==> config.mk <==
export PLATFORM = sky130hd
export DESIGN_NAME = alu_pipe_param_flat
export DESIGN_NICKNAME = d
export VERILOG_FILES = /design/src/rtl/alu_pipe_if.sv /design/src/rtl/alu_pipe_param.sv /design/src/flat_wrapper.sv
export SDC_FILE = /design/constraint.sdc
export NUM_CORES = 1
export LEC_CHECK = 0
export CORE_MARGIN = 2
export CORE_UTILIZATION = 40
export DETAILED_ROUTE_END_ITERATION = 6
export PLACE_DENSITY = 0.64
export SYNTH_ARGS = -nofsm -noshare
export SYNTH_HDL_FRONTEND = slang
export SYNTH_SLANG_ARGS = --single-unit
==> constraint.sdc <==
create_clock -name clk -period 14.71 [get_ports clk]
set_input_delay 4.413 -clock clk [delete_from_list [all_inputs] [get_ports clk]]
set_output_delay 4.413 -clock clk [all_outputs]
set_load 0.01 [all_outputs]
==> src/rtl/alu_pipe_if.sv <==
// Handshake bundle between the decode/regfile side, the pipelined ALU and
// writeback: operation request channel, result channel and the flag file.
interface alu_pipe_if #(
  parameter int WIDTH = 16
);
  logic             in_valid;
  logic             in_ready;
  logic [3:0]       opcode;
  logic [WIDTH-1:0] alu_in1;
  logic [WIDTH-1:0] alu_in2;
  logic             out_valid;
  logic             out_ready;
  logic [WIDTH-1:0] alu_out;
  logic [2:0]       flags;

  modport master (
    output in_valid, opcode, alu_in1, alu_in2, out_ready,
    input  in_ready, out_valid, alu_out, flags
  );

  modport slave (
    input  in_valid, opcode, alu_in1, alu_in2, out_ready,
    output in_ready, out_valid, alu_out, flags
  );
endinterface

==> src/rtl/alu_pipe_param.sv <==
// Pipelined, parametrised WISC ALU. It executes the 16 opcodes on WIDTH-bit
// operands behind a valid/ready handshake. ADD, SUB and PADDSB saturate, and
// RED sums the bytes of both operands. A registered {N,Z,V} flag file uses a
// per-opcode write mask.
// Build option: define ALU_OUT_REG_EN to insert a compute register between the
// operand stage and alu_out (latency 2, bubble-collapsing). Leave it undefined
// to register the compute result directly into alu_out (latency 1).
module alu_pipe_param #(
  parameter int WIDTH = 16
) (
  input  logic     clk,
  input  logic     rst,
  alu_pipe_if.slave bus
);
  localparam int SHW = $clog2(WIDTH);
  localparam logic [SHW:0] FULL_SH = (SHW + 1)'(WIDTH);

  // One op in flight: the result, the flag values it would produce, and which
  // flag bits it is allowed to write.
  typedef struct packed {
    logic [WIDTH-1:0] res;
    logic             n;
    logic             z;
    logic             v;
    logic             wr_nv;
    logic             wr_z;
  } stage_t;

  // Signed add/sub with clamp to the most positive/negative value.
  // Returns {overflowed, result}.
  function automatic logic [WIDTH:0] sat_addsub(input logic signed [WIDTH-1:0] a,
                                                input logic signed [WIDTH-1:0] b,
                                                input logic                    sub);
    logic signed [WIDTH:0] full;
    full = sub ? ({a[WIDTH-1], a} - {b[WIDTH-1], b})
               : ({a[WIDTH-1], a} + {b[WIDTH-1], b});
    if (full[WIDTH] != full[WIDTH-1])
      return {1'b1, full[WIDTH], {(WIDTH-1){~full[WIDTH]}}};
    return {1'b0, full[WIDTH-1:0]};
  endfunction

  // One signed nibble lane that saturates to 7 / -8.
  function automatic logic [3:0] sat_lane4(input logic signed [3:0] a,
                                           input logic signed [3:0] b);
    logic signed [4:0] s;
    s = {a[3], a} + {b[3], b};
    if (s[4] != s[3])
      return s[4] ? 4'h8 : 4'h7;
    return s[3:0];
  endfunction

  // Add in independent nibble lanes. No carry crosses a lane boundary.
  function automatic logic [WIDTH-1:0] paddsb(input logic [WIDTH-1:0] a,
                                              input logic [WIDTH-1:0] b);
    logic [WIDTH-1:0] r;
    r = '0;
    for (int i = 0; i < WIDTH / 4; i++)
      r[4*i +: 4] = sat_lane4(a[4*i +: 4], b[4*i +: 4]);
    return r;
  endfunction

  // Signed sum of every byte of both operands. The accumulator is wide enough
  // that this cannot overflow for WIDTH >= 16.
  function automatic logic [WIDTH-1:0] red_sum(input logic [WIDTH-1:0] a,
                                               input logic [WIDTH-1:0] b);
    logic signed [WIDTH-1:0] acc;
    acc = '0;
    for (int i = 0; i < WIDTH / 8; i++) begin
      acc = acc + {{(WIDTH-8){a[8*i+7]}}, a[8*i +: 8]};
      acc = acc + {{(WIDTH-8){b[8*i+7]}}, b[8*i +: 8]};
    end
    return acc;
  endfunction

  logic signed [WIDTH-1:0] a_p0;
  logic signed [WIDTH-1:0] b_p0;
  logic [SHW-1:0]          amt_p0;
  logic [WIDTH:0]          sat_p0;
  stage_t                  cmp_p0;

  assign a_p0   = $signed(bus.alu_in1);
  assign b_p0   = $signed(bus.alu_in2);
  assign amt_p0 = bus.alu_in2[SHW-1:0];
  assign sat_p0 = sat_addsub(a_p0, b_p0, bus.opcode[0]);

  // ---- p0: operand stage, combinational compute and flag write mask ----
  always_comb begin
    cmp_p0 = '0;
    unique case (bus.opcode)
      4'h0, 4'h1: begin
        cmp_p0.res   = sat_p0[WIDTH-1:0];
        cmp_p0.v     = sat_p0[WIDTH];
        cmp_p0.wr_nv = 1'b1;
        cmp_p0.wr_z  = 1'b1;
      end
      4'h2: begin cmp_p0.res = a_p0 ^ b_p0;                    cmp_p0.wr_z = 1'b1; end
      4'h3: begin cmp_p0.res = red_sum(bus.alu_in1, bus.alu_in2); cmp_p0.wr_z = 1'b1; end
      4'h4: begin cmp_p0.res = bus.alu_in1 << amt_p0;           cmp_p0.wr_z = 1'b1; end
      4'h5: begin cmp_p0.res = a_p0 >>> amt_p0;                 cmp_p0.wr_z = 1'b1; end
      4'h6: begin
        cmp_p0.res  = (bus.alu_in1 >> amt_p0) |
                      (bus.alu_in1 << (FULL_SH - {1'b0, amt_p0}));
        cmp_p0.wr_z = 1'b1;
      end
      4'h7: begin cmp_p0.res = paddsb(bus.alu_in1, bus.alu_in2); cmp_p0.wr_z = 1'b1; end
      4'h8, 4'h9: cmp_p0.res = bus.alu_in1 + bus.alu_in2;
      default:    cmp_p0.res = bus.alu_in1 | bus.alu_in2;
    endcase
    cmp_p0.n = cmp_p0.res[WIDTH-1];
    cmp_p0.z = (cmp_p0.res == '0);
  end

  logic   adv_out;
  logic   src_vld;
  stage_t src;

  assign adv_out = !bus.out_valid || bus.out_ready;

`ifdef ALU_OUT_REG_EN
  // ---- p1: compute register ----
  stage_t st_p1;
  logic   vld_p1;

  assign bus.in_ready = !vld_p1 || adv_out;

  // Compute-stage valid: refill whenever the stage is empty or draining.
  always_ff @(posedge clk) begin
    if (rst)               vld_p1 <= 1'b0;
    else if (bus.in_ready) vld_p1 <= bus.in_valid;
  end

  // Compute-stage payload: only meaningful while vld_p1 is set.
  always_ff @(posedge clk) begin
    if (bus.in_ready && bus.in_valid) st_p1 <= cmp_p0;
  end

  assign src_vld = vld_p1;
  assign src     = st_p1;
`else
  assign bus.in_ready = adv_out;
  assign src_vld      = bus.in_valid;
  assign src          = cmp_p0;
`endif

  // ---- output stage: alu_out and flags load on the same edge ----
  always_ff @(posedge clk) begin
    if (rst) begin
      bus.out_valid <= 1'b0;
      bus.alu_out   <= '0;
      bus.flags     <= 3'b000;
    end else if (adv_out) begin
      bus.out_valid <= src_vld;
      if (src_vld) begin
        bus.alu_out <= src.res;
        bus.flags   <= {src.wr_nv ? src.n : bus.flags[2],
                        src.wr_z  ? src.z : bus.flags[1],
                        src.wr_nv ? src.v : bus.flags[0]};
      end
    end
  end
endmodule

==> src/flat_wrapper.sv <==
// flat-port wrapper written by rule: the top's interface ports become plain ports
module alu_pipe_param_flat 
#(
  parameter int WIDTH = 16
)
  (clk, rst, bus_in_valid, bus_opcode, bus_alu_in1, bus_alu_in2, bus_out_ready, bus_in_ready, bus_out_valid, bus_alu_out, bus_flags);
  alu_pipe_if #(.WIDTH(WIDTH)) bus_i ();
  input  logic clk;
  input  logic rst;
  input wire logic [$bits(bus_i.in_valid)-1:0] bus_in_valid;
  input wire logic [$bits(bus_i.opcode)-1:0] bus_opcode;
  input wire logic [$bits(bus_i.alu_in1)-1:0] bus_alu_in1;
  input wire logic [$bits(bus_i.alu_in2)-1:0] bus_alu_in2;
  input wire logic [$bits(bus_i.out_ready)-1:0] bus_out_ready;
  output wire logic [$bits(bus_i.in_ready)-1:0] bus_in_ready;
  output wire logic [$bits(bus_i.out_valid)-1:0] bus_out_valid;
  output wire logic [$bits(bus_i.alu_out)-1:0] bus_alu_out;
  output wire logic [$bits(bus_i.flags)-1:0] bus_flags;
  assign bus_i.in_valid = bus_in_valid;
  assign bus_i.opcode = bus_opcode;
  assign bus_i.alu_in1 = bus_alu_in1;
  assign bus_i.alu_in2 = bus_alu_in2;
  assign bus_i.out_ready = bus_out_ready;
  assign bus_in_ready = bus_i.in_ready;
  assign bus_out_valid = bus_i.out_valid;
  assign bus_alu_out = bus_i.alu_out;
  assign bus_flags = bus_i.flags;
  alu_pipe_param #(.WIDTH(WIDTH)) u_core (.clk(clk), .rst(rst), .bus(bus_i));
endmodule
==> results.md <==
Outcome:
- The flow ran to the end, and the final reports show no timing, DRC or antenna violations.

Floorplan:
- In this run the vertical extent of the chip is 146.2 um.
- The number of ports placed on the die boundary is 61.
- The width of the die is 146.2 um.
- After floorplanning, the core was sized to cover 0.02004 mm^2.
- The area of the die is 0.02138 mm^2.
- The standard-cell row count is 52.
- The starting utilization of the core area is 0.4037.

Cells and area:
- The net count of the finished layout is 1207.
- The layout cell share with drive strength beyond 1 is 0.06852.
- The final core utilization is 0.4455.
- From synthesis to final layout, the design area changed by 10.36%.
- In the layout the commonest cells are sky130_fd_sc_hd__nand2_1 (102), sky130_fd_sc_hd__a21oi_1 (93), sky130_fd_sc_hd__nor2_1 (73).
- The final antenna diode count is 0.
- Leaving out fill and tap cells, the most frequent cell in the layout is sky130_fd_sc_hd__nand2_1.

CTS:
- After clock tree synthesis, the clock-pin slew on the worst setup and hold paths is 0.06 ns.
- The clock tree from TritonCTS is yes.
- Counting every sink on the clock net gives 20.
- The H-tree depth is 1.
- The number of buffers created by CTS is 3.
- The post-CTS setup buffer count is 0.
- The clock latency on the worst-skew pair is 0.25 ns.
- The CTS root buffer is sky130_fd_sc_hd__clkbuf_16.
- The number of gates resized after CTS is 0.
- Counting along the longest clock path gives a buffer depth of 2.
- The number of buffers added to fix hold violations after cts is 0.

Routing:
- For this block, the initial DRC count from the detailed router was 1351.
- The total wirelength of the detailed-routed design is 34.74 mm.
- The detailed-route DRC error count is 0.
- The number of detailed-routing iterations run before antenna repair is 6.
- The per-cell via count in the routed design is 6.809.
- Detailed routing inserted a total of 9192 vias.
- In the final routed layout, each cell accounts on average for 25.74 um.
- The count of nets left with antenna violations once routing finished came out at 0.

Worst setup path:
- The depth of the worst register-to-register path is 9.
- The critical path arrival is 10.50 ns.
- Setup slack on the worst reg-to-reg path comes out at 11.85 ns.
- The critical path launch point type is an input port.
- The largest fanout on the critical path is 13.
- The required time at the worst-slack endpoint is 14.88 ns.
- By startpoint and endpoint, the worst setup path is classified as input port to flip-flop.
- The launch point of the worst reg-to-reg path is u_core.bus.out_valid$_SDFFE_PP0N_.
- The startpoint of the most critical setup path is bus_alu_in1[1].
- The worst setup path is captured at a flip-flop.
- The end point of the critical path is u_core.bus.flags[1]$_SDFFE_PP0P_.
- The worst register-to-register path ends at u_core.bus.flags[1]$_SDFFE_PP0P_.

Logic synthesis:
- Counting flops with an async set or reset pin after synthesis yields a share of 0.
- The number of nets in the synthesized netlist is 1196.
- The count of distinct cell types in the synthesized netlist is 86.
- Among all flip-flop cells after synthesis, the most frequent one is sky130_fd_sc_hd__dfxtp_1.
- For this run, the number of Yosys warnings is 0.
- The number of synthesized flops with an enable pin is 0.
- The post-synthesis instance area is 0.008089 mm^2.
- The count of mapped cells out of synthesis is 1070.
- The flip-flop and latch count after synthesis is 20.
- In this run the mean area of a mapped cell was 7.560 um^2.
- The share of the Yosys chip area taken by registers is 0.04950.

Worst hold path:
- The min-delay analysis places its worst path in the category flip-flop to flip-flop.

Placed design:
- The final weighted congestion in routability-driven placement is 1.073.
- The HPWL reported at the end of detailed placement is 26.33 mm.
- The port buffer count is 60.

Timing:
- The worst slew margin relative to its limit is 0.1834.
- The number of setup violations in the final report is 0.
- For the pin with the worst max-slew slack, the measured transition is 1.208 ns.
- The max-slew violation total from the final report is 0.
- The final-layout setup total negative slack is 0 ns.
- The share of the clock period used by the worst path is 0.7021.
- The achievable clock frequency is 96.82 MHz.
- The final critical path time including I/O delays and setup is 10.33 ns.
- The final worst clock skew is 0.001152 ns.
- Setup repair after global routing left no endpoint under its margin.
- The number of hold-slack violations in the final timing report is 0.

Global routing:
- The global-route usage over all layers is 0.3166.
- The global-route wire length before repair is 53.07 mm.
- The largest net degree at the start of global routing is 55.
- The overflow left after global routing is 0.
- The number of antenna violations at the first check in global routing was 0.
- The via count of the first global-routing pass is 8472.

Power and ir drop:
- Summed over all cells, the static leakage comes to 3.568 nW.
- IR analysis of the VDD net gives a maximum drop of 0.04917 mV.
- The power per cell area is 67.64 mW/mm^2.

Job:
- The tool flagged a number of max-cap violations equal to 0.
report_power, final:
group	internal [W]	switching, W
logic	0.000188	0.000293
clock network	0.0000414	0.0000199
registers	0.0000591	0.00000255
cell families after synthesis:
group           count (synthesis)  share of synthesized area
fa+ha+maj                      90                     0.1519
flops                          20                    0.04950
simple gates                  320                     0.1955
mux                            84                     0.1709
buf+inv                       156                    0.08306
xor+xnor                       55                    0.05955
compound gates                345                     0.2896
sequential cells by signal (all words and copies together) (netlist names):
register and flops:
u_core.bus.alu_out 16, u_core.bus.flags 3, u_core.bus.out_valid 1
cell usage after synthesis, drive strengths merged (5+ instances only):
master   number  area share
a211oi       13       0.012
a21o         14       0.013
a21oi        93       0.058
a221oi        5      0.0054
a22oi         5      0.0046
a31oi        22       0.017
a32oi         8      0.0087
and2          6      0.0046
and3          6      0.0046
buf          33       0.026
clkbuf       51       0.024
dfxtp        20       0.049
fa           15       0.037
ha           71        0.11
inv          71       0.033
mux2          9       0.013
mux2i        38       0.047
mux4         37        0.11
nand2       102       0.047
nand2b       21       0.016
nand3        23       0.014
nand4        12      0.0093
nor2         74       0.034
nor2b        11      0.0085
nor3         24       0.015
nor4          9      0.0088
o2111ai      11       0.012
o211ai       20       0.019
o21a          6      0.0056
o21ai        54       0.033
o21bai        7      0.0065
o221ai        9      0.0097
o22ai        10      0.0077
o31ai        11       0.012
or4           7      0.0065
xnor2        39       0.042
xor2         16       0.017
critical path, cell delays in order:
cell	delay [ns]
sky130_fd_sc_hd__clkdlybuf4s50_1	0.88
sky130_fd_sc_hd__inv_1	0.33
sky130_fd_sc_hd__fa_1	0.53
sky130_fd_sc_hd__inv_1	0.07
sky130_fd_sc_hd__ha_1	0.16
sky130_fd_sc_hd__inv_1	0.05
sky130_fd_sc_hd__fa_1	0.39
sky130_fd_sc_hd__inv_1	0.07
sky130_fd_sc_hd__a21oi_1	0.05
sky130_fd_sc_hd__o21ai_0	0.29
sky130_fd_sc_hd__a21oi_1	0.12
sky130_fd_sc_hd__o21bai_1	0.22
sky130_fd_sc_hd__a211oi_1	0.10
sky130_fd_sc_hd__mux2_2	0.30
sky130_fd_sc_hd__ha_1	0.40
sky130_fd_sc_hd__nor2b_1	0.11
sky130_fd_sc_hd__nand2_1	0.07
sky130_fd_sc_hd__o21ai_0	0.07
sky130_fd_sc_hd__a221o_1	0.25
sky130_fd_sc_hd__or4_1	0.43
sky130_fd_sc_hd__o41ai_2	0.30
sky130_fd_sc_hd__o211ai_1	0.18
sky130_fd_sc_hd__nor4_1	0.34
sky130_fd_sc_hd__nand4_1	0.12
sky130_fd_sc_hd__o31ai_1	0.24
final cells by class:
class | count | area (um^2)
multi-input cells | 894 | 7019
clock buffers | 4 | 88.84
fillers | 2086 | 11110
well taps | 270 | 337.8
repair buffers | 90 | 810.8
inverters | 72 | 270.3
flip-flops and latches | 20 | 400.4
worst min-delay path by stage:
| stage | startpoint | end | slack [ns] | cells after the start |
|---|---|---|---|---|
| after global routing | u_core.bus.alu_out[3]$_SDFFE_PP0P_ | u_core.bus.alu_out[3]$_SDFFE_PP0P_ | 0.48 | 2 |
| after CTS | u_core.bus.alu_out[3]$_SDFFE_PP0P_ | u_core.bus.alu_out[3]$_SDFFE_PP0P_ | 0.46 | 2 |
| after global placement | u_core.bus.alu_out[4]$_SDFFE_PP0P_ | u_core.bus.alu_out[4]$_SDFFE_PP0P_ | 0.45 | 2 |
| after detailed placement | u_core.bus.alu_out[3]$_SDFFE_PP0P_ | u_core.bus.alu_out[3]$_SDFFE_PP0P_ | 0.45 | 2 |
| after floorplan | u_core.bus.alu_out[12]$_SDFFE_PP0P_ | u_core.bus.alu_out[12]$_SDFFE_PP0P_ | 0.48 | 2 |
| final | u_core.bus.alu_out[3]$_SDFFE_PP0P_ | u_core.bus.alu_out[3]$_SDFFE_PP0P_ | 0.46 | 2 |
metrics by stage:
step / area [um^2] / power [W] / setup slack [ns] / hold WS (ns) / std cells
global route: 8927 / 0.0006407 / 3.986 / 0.4818 / 1350
detailed placement: 8838 / 0.0005248 / 4.285 / 0.4493 / 1346
floorplan: 8089 / 0.0003862 / 5.340 / 0.4805 / 1070
global placement: 8838 / 0.0005228 / 4.362 / 0.4480 / 1346
CTS: 8927 / 0.0005882 / 4.510 / 0.4568 / 1350
finish: 8927 / 0.0006039 / 4.382 / 0.4550 / 1350
per-layer routing:
layer / GRT usage / part of all wire
met1: 0.4472 / 0.40
met2: 0.4849 / 0.43
met3: 0.03406 / 0.11
met4: 0.1485 / 0.059
met5: 0 / 0
No activity file was read; power rests on OpenSTA's default activity.
